### src/rtl/nibble_serial_subtractor_if.sv
// Start/busy/done handshake and operand/result bundle for the nibble-serial subtractor.
// The master drives the request and operands; the slave returns the status and the result.
interface nibble_serial_subtractor_if #(
   parameter int unsigned WIDTH = 16
);
   logic             start;
   logic [WIDTH-1:0] A;
   logic [WIDTH-1:0] B;
   logic             Bin;
   logic             busy;
   logic             done;
   logic [WIDTH-1:0] D;
   logic             Bout;
   logic             V;
   logic             Z;

   modport master (
      output start, A, B, Bin,
      input  busy, done, D, Bout, V, Z
   );

   modport slave (
      input  start, A, B, Bin,
      output busy, done, D, Bout, V, Z
   );
endinterface

### src/rtl/nibble_serial_subtractor.sv
// Multi-cycle subtractor: D = A - B - Bin computed as A + ~B + ~Bin, one 4-bit slice per clock,
// with a registered carry linking each slice to the next.
module nibble_serial_subtractor #(
   parameter int unsigned WIDTH = 16
) (
   input logic                          clk,
   input logic                          rst,
   nibble_serial_subtractor_if.slave    bus
);
   localparam int unsigned NIB  = WIDTH / 4;
   localparam int unsigned IDXW = (NIB > 1) ? $clog2(NIB) : 1;

   typedef enum logic [1:0] {StIdle, StRun, StDone} state_e;

   state_e           state_q, state_d;
   logic [IDXW-1:0]  idx_q, idx_d;
   logic             carry_q, carry_d;
   logic [WIDTH-1:0] a_q, a_d;
   logic [WIDTH-1:0] b_q, b_d;
   logic [WIDTH-1:0] acc_q, acc_d;
   logic [WIDTH-1:0] d_q, d_d;
   logic             bout_q, bout_d;
   logic             v_q, v_d;
   logic             z_q, z_d;

   logic [3:0]       a_nib;
   logic [3:0]       b_nib;
   logic [4:0]       sum5;
   logic [WIDTH-1:0] acc_upd;
   logic             last_slice;

   // Slice datapath: partial results collect in acc_q so D only changes on the done edge.
   always_comb begin
      a_nib      = a_q[{idx_q, 2'b00} +: 4];
      b_nib      = b_q[{idx_q, 2'b00} +: 4];
      sum5       = {1'b0, a_nib} + {1'b0, ~b_nib} + {4'b0000, carry_q};
      acc_upd    = acc_q;
      acc_upd[{idx_q, 2'b00} +: 4] = sum5[3:0];
      last_slice = (idx_q == IDXW'(NIB - 1));
   end

   always_comb begin
      state_d = state_q;
      idx_d   = idx_q;
      carry_d = carry_q;
      a_d     = a_q;
      b_d     = b_q;
      acc_d   = acc_q;
      d_d     = d_q;
      bout_d  = bout_q;
      v_d     = v_q;
      z_d     = z_q;

      case (state_q)
         StIdle, StDone: begin
            if (bus.start) begin
               state_d = StRun;
               a_d     = bus.A;
               b_d     = bus.B;
               carry_d = ~bus.Bin;
               idx_d   = '0;
               acc_d   = '0;
            end else begin
               state_d = StIdle;
            end
         end
         StRun: begin
            carry_d = sum5[4];
            acc_d   = acc_upd;
            idx_d   = idx_q + 1'b1;
            if (last_slice) begin
               state_d = StDone;
               idx_d   = '0;
               d_d     = acc_upd;
               bout_d  = ~sum5[4];
               v_d     = (a_q[WIDTH-1] != b_q[WIDTH-1]) && (acc_upd[WIDTH-1] != a_q[WIDTH-1]);
               z_d     = (acc_upd == '0);
            end
         end
         default: state_d = StIdle;
      endcase
   end

   always_ff @(posedge clk) begin
      if (rst) begin
         state_q <= StIdle;
         idx_q   <= '0;
         carry_q <= 1'b0;
         a_q     <= '0;
         b_q     <= '0;
         acc_q   <= '0;
         d_q     <= '0;
         bout_q  <= 1'b0;
         v_q     <= 1'b0;
         z_q     <= 1'b0;
      end else begin
         state_q <= state_d;
         idx_q   <= idx_d;
         carry_q <= carry_d;
         a_q     <= a_d;
         b_q     <= b_d;
         acc_q   <= acc_d;
         d_q     <= d_d;
         bout_q  <= bout_d;
         v_q     <= v_d;
         z_q     <= z_d;
      end
   end

   assign bus.busy = (state_q == StRun);
   assign bus.done = (state_q == StDone);
   assign bus.D    = d_q;
   assign bus.Bout = bout_q;
   assign bus.V    = v_q;
   assign bus.Z    = z_q;

endmodule
### src/flat_wrapper.sv
// flat-port wrapper written by rule: the top's interface ports become plain ports
module nibble_serial_subtractor_flat 
#(
   parameter int unsigned WIDTH = 16
)
  (clk, rst, bus_start, bus_A, bus_B, bus_Bin, bus_busy, bus_done, bus_D, bus_Bout, bus_V, bus_Z);
  nibble_serial_subtractor_if #(.WIDTH(WIDTH)) bus_i ();
  input logic clk;
  input logic rst;
  input wire logic [$bits(bus_i.start)-1:0] bus_start;
  input wire logic [$bits(bus_i.A)-1:0] bus_A;
  input wire logic [$bits(bus_i.B)-1:0] bus_B;
  input wire logic [$bits(bus_i.Bin)-1:0] bus_Bin;
  output wire logic [$bits(bus_i.busy)-1:0] bus_busy;
  output wire logic [$bits(bus_i.done)-1:0] bus_done;
  output wire logic [$bits(bus_i.D)-1:0] bus_D;
  output wire logic [$bits(bus_i.Bout)-1:0] bus_Bout;
  output wire logic [$bits(bus_i.V)-1:0] bus_V;
  output wire logic [$bits(bus_i.Z)-1:0] bus_Z;
  assign bus_i.start = bus_start;
  assign bus_i.A = bus_A;
  assign bus_i.B = bus_B;
  assign bus_i.Bin = bus_Bin;
  assign bus_busy = bus_i.busy;
  assign bus_done = bus_i.done;
  assign bus_D = bus_i.D;
  assign bus_Bout = bus_i.Bout;
  assign bus_V = bus_i.V;
  assign bus_Z = bus_i.Z;
  nibble_serial_subtractor #(.WIDTH(WIDTH)) u_core (.clk(clk), .rst(rst), .bus(bus_i));
endmodule
### config.mk
export PLATFORM = sky130hd
export DESIGN_NAME = nibble_serial_subtractor_flat
export DESIGN_NICKNAME = d
export VERILOG_FILES = /design/src/rtl/nibble_serial_subtractor_if.sv /design/src/rtl/nibble_serial_subtractor.sv /design/src/flat_wrapper.sv
export SDC_FILE = /design/constraint.sdc
export NUM_CORES = 1
export LEC_CHECK = 0
export CORE_ASPECT_RATIO = 0.8
export CORE_MARGIN = 2
export CORE_UTILIZATION = 50
export CTS_BUF_LIST = sky130_fd_sc_hd__clkbuf_2 sky130_fd_sc_hd__clkbuf_4 sky130_fd_sc_hd__clkbuf_8
export DETAILED_ROUTE_END_ITERATION = 10
export GPL_ROUTABILITY_DRIVEN = 0
export PLACE_DENSITY = 0.72
export SYNTH_ARGS = -nofsm -noshare
export SYNTH_HDL_FRONTEND = slang
export SYNTH_SLANG_ARGS = --single-unit
export TNS_END_PERCENT = 5
### constraint.sdc
create_clock -name clk -period 8.64 [get_ports clk]
set_clock_uncertainty 0.15 [all_clocks]
set_input_delay 1.296 -clock clk [delete_from_list [all_inputs] [get_ports clk]]
set_output_delay 1.296 -clock clk [all_outputs]
set_load 0.05 [all_outputs]
; ---- After elaboration in Yosys (flattened, before gate mapping)
; Index checks and enable logic that the tools add are counted.
[classes]
n_addsub = 4
eq_ne = 7
shifts = 4
mux = 11
bitwise_logic = 3
reduce_logical = 8
[op_table]
columns = op, count
row1 = $pmux W16 S2, 1
row2 = $shiftx A16 B5 Y4, 2
row3 = $bwmux W16, 1
row4 = $logic_not A16 Y1, 1
row5 = $mux W16, 1
row6 = $shift A4 B6 Y16 const A, 1
row7 = $shiftx A4 B6 Y16, 1
row8 = $pmux W2 S2, 2
row9 = $mux W2, 3
row10 = $neg A4 Y6, 1
row11 = $reduce_and A2 Y1, 3
row12 = $add A4 B4 Y5, 1
row13 = $add A5 B1 Y5, 1
row14 = $eq A2 B2 Y1 const B, 2
row15 = $not A4 Y4, 1
row16 = $add A2 B1 Y2 const B, 1
row17 = $eq A2 B1 Y1 const B, 1
row18 = $logic_not A2 Y1, 1
row19 = $mux W1, 2
row20 = $ne A1 B1 Y1, 2
row21 = $ne A2 B1 Y1 const B, 1
row22 = $ne A2 B2 Y1 const B, 1
row23 = $not A1 Y1, 2
row24 = $pmux W1 S2, 1
row25 = 3 further kinds, 3
[word_totals]
reg_bits = 72
out_inout_bits = 21
wordCells = 47

; ---- Longest topological paths before layout
[logic_depth]
ltp_word = 8
depth_mapped = 11
mapped_depth_nobuf = 10

; ---- Worst setup path before layout
; OpenSTA, ideal clock, no wires.
[synth_timing]
path_kind = register to register
from = register u_core.idx_q[0]
to = register u_core.z_q, in the netlist u_core.bus.Z
setup_time_ps = 59
arrival_ps = 2843
t_required_ps = 8431
path_slack_ps = 5589
stages_incl_launch_ff = 10
synth_period_minus_slack_ps = 3051
cell_sequence = dfxtp_1 > buf_6 > buf_2 > mux4_2 > fa_1 > inv_1 > fa_1 > o32a_1 > nor3_1 > a31o_1
[synth_between]
elab_chain_cells = 7
elab_cells_between_ends = 12
classes_between = 3 x add/sub / 1 x eq/ne / 4 x shift / 1 x mux / 1 x bitwise / 2 x reduce/logical
[synth_lines]
columns = element, line
row1 = start: declaration, nibble_serial_subtractor.sv:16  ; logic [IDXW-1:0] idx_q, idx_d;
row2 = start signal: assignment, nibble_serial_subtractor.sv:98  ; idx_q <= idx_d;
row3 = $shiftx A16 B5 Y4, nibble_serial_subtractor.sv:35  ; b_nib = b_q[{idx_q, 2'b00} +: 4];
row4 = $not A4 Y4, nibble_serial_subtractor.sv:36  ; sum5 = {1'b0, a_nib} + {1'b0, ~b_nib} + {4'b0000, carry_q};
row5 = $add A4 B4 Y5, nibble_serial_subtractor.sv:36
row6 = $add A5 B1 Y5, nibble_serial_subtractor.sv:36
row7 = $shiftx A4 B6 Y16, nibble_serial_subtractor.sv:38  ; acc_upd[{idx_q, 2'b00} +: 4] = sum5[3:0];
row8 = $bwmux W16, nibble_serial_subtractor.sv:38
row9 = $logic_not A16 Y1, nibble_serial_subtractor.sv:77  ; z_d = (acc_upd == '0);
row10 = end signal: assignment, nibble_serial_subtractor.sv:106  ; z_q <= z_d;
row11 = end: declaration, nibble_serial_subtractor.sv:24  ; logic z_q, z_d;
; Several ways; a longest one is shown, not always the timed one.
; A chain may end at the register's enable or synchronous reset.

; ---- Worst setup path in the final report
[layout_timing]
from = register u_core.state_q[0]
to = output port bus_busy
[layout_between]
elab_chain_cells = 1
[layout_lines]
columns = element, line
row1 = start: declaration, nibble_serial_subtractor.sv:15  ; state_e state_q, state_d;
row2 = start signal: assignment, nibble_serial_subtractor.sv:86  ; state_q <= StIdle;
row3 = start signal: assignment, nibble_serial_subtractor.sv:97  ; state_q <= state_d;
row4 = $eq A2 B1 Y1, nibble_serial_subtractor.sv:110  ; assign bus.busy = (state_q == StRun);
row5 = end: declaration, flat_wrapper.sv:14  ; output wire logic [$bits(bus_i.busy)-1:0] bus_busy;
; No other way between the ends.

==> metrics.txt <==
Worst VDD drop=0.000107 V; H-tree Lvls=3; post-route ant nets=0; Reg power frac=0.491; Ports=57; critical path class=flip-flop to primary output; CP Max Fanout=18; post-synth top area cell=dfxtp_1; Cells after DPL=505; area of the mapped netlist=3330 um^2; register area share after synthesis=0.433; Hold Fails Final Rpt=0; Clock transition at path regs=70 ps; initial antenna violation count=0; leakage=1.47 nW; Synth top area share=0.433; fmax=272 MHz; DIE AREA=7330 um^2; reg-to-reg slack, setup=5000 ps; sw power=200 uW; period utilization=0.425; starting density of the core=0.519; DR WL/cell=14.8 um; GRT Total Usage=0.231; switching part of the total power=0.276; clock latency on the worst-skew pair=350 ps; # setup viols final=0; synthesized flop and latch total=72; synth warn=0; critical path required time=7190 ps; most frequent cell after synthesis=nand2_1; clock sinks=72; core footprint=6410 um^2; pin count of the biggest net entering global routing=73; non-filler instance count after layout=521; sum of negative setup slack=0 ps; Post-synth EDFFs=0; Tightest Pin Transition=1200 ps; 1st-pass router iterations=5; ranking of synthesized cells by area=dfxtp_1, nand2_1, a21oi_1; unrepaired setup endpoints after global routing=false; asr flop ratio synth=0; clk buf depth=2; vias in the first global route=2724; PwrDens=178 nW/um^2; Max-slew headroom=0.200; row count=26; CTS tree=done; Yosys cell types=49; postcts setup bufs=0; Int Pwr=523 uW; Final min period=3680 ps; chip height=77.0 um; first-pass GRT wire length=13200 um; DR iter-0 viols=224; syn_nets=438; via-per-instance ratio=5.50; CP startpoint kind=flip-flop; Comb power frac=0.168; # diodes=0; most common flop cell mapped by yosys=dfxtp_1; Final Max Slew Viols=0; Worst EP arrival=2230 ps; Min-Delay Path Class=flip-flop to flip-flop; vias after detailed routing=2863; share of cells above drive strength 1=0.0892; Synth top cells by count=nand2_1, dfxtp_1, nor2_1; status=completed; # port buffers=56; Die X-Extent=95.2 um; CTS Hold Bufs=0; TritonCTS Buffers=9; grt total ovfl=0; Post-route DRC=0; filler cell count=609; Resized Gates After CTS=0; fin nets=479; Root Buffer=clkbuf_8; Clock power frac=0.342; Post-Syn Area per Cell=8.51 um^2; crit end category=primary output; dpl hpwl=5170 um; Max Cap Violations=0; cell count after synthesis=391; final WL=7700 um; Area Overhead vs Synth=22.2%
logic make-up after synthesis:
| group | after synthesis | share of synthesized area |
|---|---|---|
| xor gates and xnor gates | 2 | 0.00526 |
| adders and majority gates | 11 | 0.0459 |
| and+or+nand+nor | 164 | 0.217 |
| buffers and inverters | 42 | 0.0549 |
| muxes | 11 | 0.0635 |
| AOI/OAI and AO/OA | 89 | 0.181 |
| DFF | 72 | 0.433 |
path summary, 6_finish.rpt:
kind | cells after the start | end | startpoint
worst min register to register | 2 | u_core.b_q[14] | u_core.b_q[14]
worst min-delay path | 2 | u_core.b_q[14] | u_core.b_q[14]
worst max register to register | 7 | u_core.bus.Z | u_core.idx_q[0]
worst max-delay path | 3 | bus_busy | u_core.state_q[0]
flip-flops by register name (all words and copies together) (netlist names):
name / cells
u_core.bus.V: 1
u_core.a_q: 16
u_core.bus.Bout: 1
u_core.bus.Z: 1
u_core.b_q: 16
u_core.bus.D: 16
u_core.idx_q: 2
u_core.state_q: 2
u_core.acc_q: 16
u_core.carry_q: 1
routing by layer:
layer  global-route usage  wire length (um)  vias up
li1                     -                 -     1432
met1                0.324              3690     1332
met2                0.342              3400       83
met3               0.0589               451       16
met4               0.0870               151        0
met5                    0                 0        -
worst max-delay path, cell delays in order (launching register included):
cell,delay [ps]
dfxtp_1,400
nand2b_1,320
inv_4,300
clkdlybuf4s50_1,840
placed cells by master, fill, tap and decap left out, types with 3 or more instances in the layout:
cell | synthesis | final
nand2_1 | 74 | 74
dfxtp_1 | 72 | 72
clkdlybuf4s50_1 | 0 | 55
nor2_1 | 51 | 51
a21oi_1 | 43 | 43
nor3_1 | 15 | 15
inv_1 | 12 | 12
a22oi_1 | 12 | 12
clkbuf_8 | 0 | 12
ha_1 | 9 | 9
mux4_2 | 8 | 8
nand3_1 | 5 | 5
nand2b_1 | 4 | 4
a21o_1 | 4 | 4
a221oi_1 | 4 | 4
a211oi_1 | 4 | 4
a22o_1 | 4 | 4
o21ai_0 | 4 | 4
clkinv_2 | 0 | 3
power by group through the flow:
stage | clock (mW) | sequential [mW] | combinational, mW
floorplan | 0 | 0.357 | 0.0862
global placement | 0 | 0.362 | 0.118
detailed placement | 0 | 0.362 | 0.120
CTS | 0.251 | 0.355 | 0.120
global route | 0.268 | 0.357 | 0.134
finish | 0.247 | 0.355 | 0.121
per-stage QoR:
| step | utilization | total power [mW] | hold WS, ps | area, um^2 | worst slack, ps |
|---|---|---|---|---|---|
| 5_1_grt | 0.635 | 0.759 | 322 | 4070 | 4720 |
| 6_report | 0.635 | 0.723 | 303 | 4070 | 4960 |
| 4_1_cts | 0.635 | 0.726 | 308 | 4070 | 4960 |
| 3_5_place_dp | 0.605 | 0.482 | 298 | 3880 | 4990 |
| 2_1_floorplan | - | 0.443 | 283 | 3330 | 5590 |
| 3_3_place_gp | 0.605 | 0.480 | 290 | 3880 | 5040 |
area by class of cell:
type                    instances  area [um^2]  area share
clock buffers                  13          173      0.0425
well taps                      84          105      0.0258
inverters                      14         55.1      0.0135
flip-flops and latches         72         1440       0.354
multi-input cells             277         1710       0.420
clock inverters                 3         15.0     0.00369
repair buffers                 58          571       0.140
Note: power is estimated with default switching activity, not from simulation.
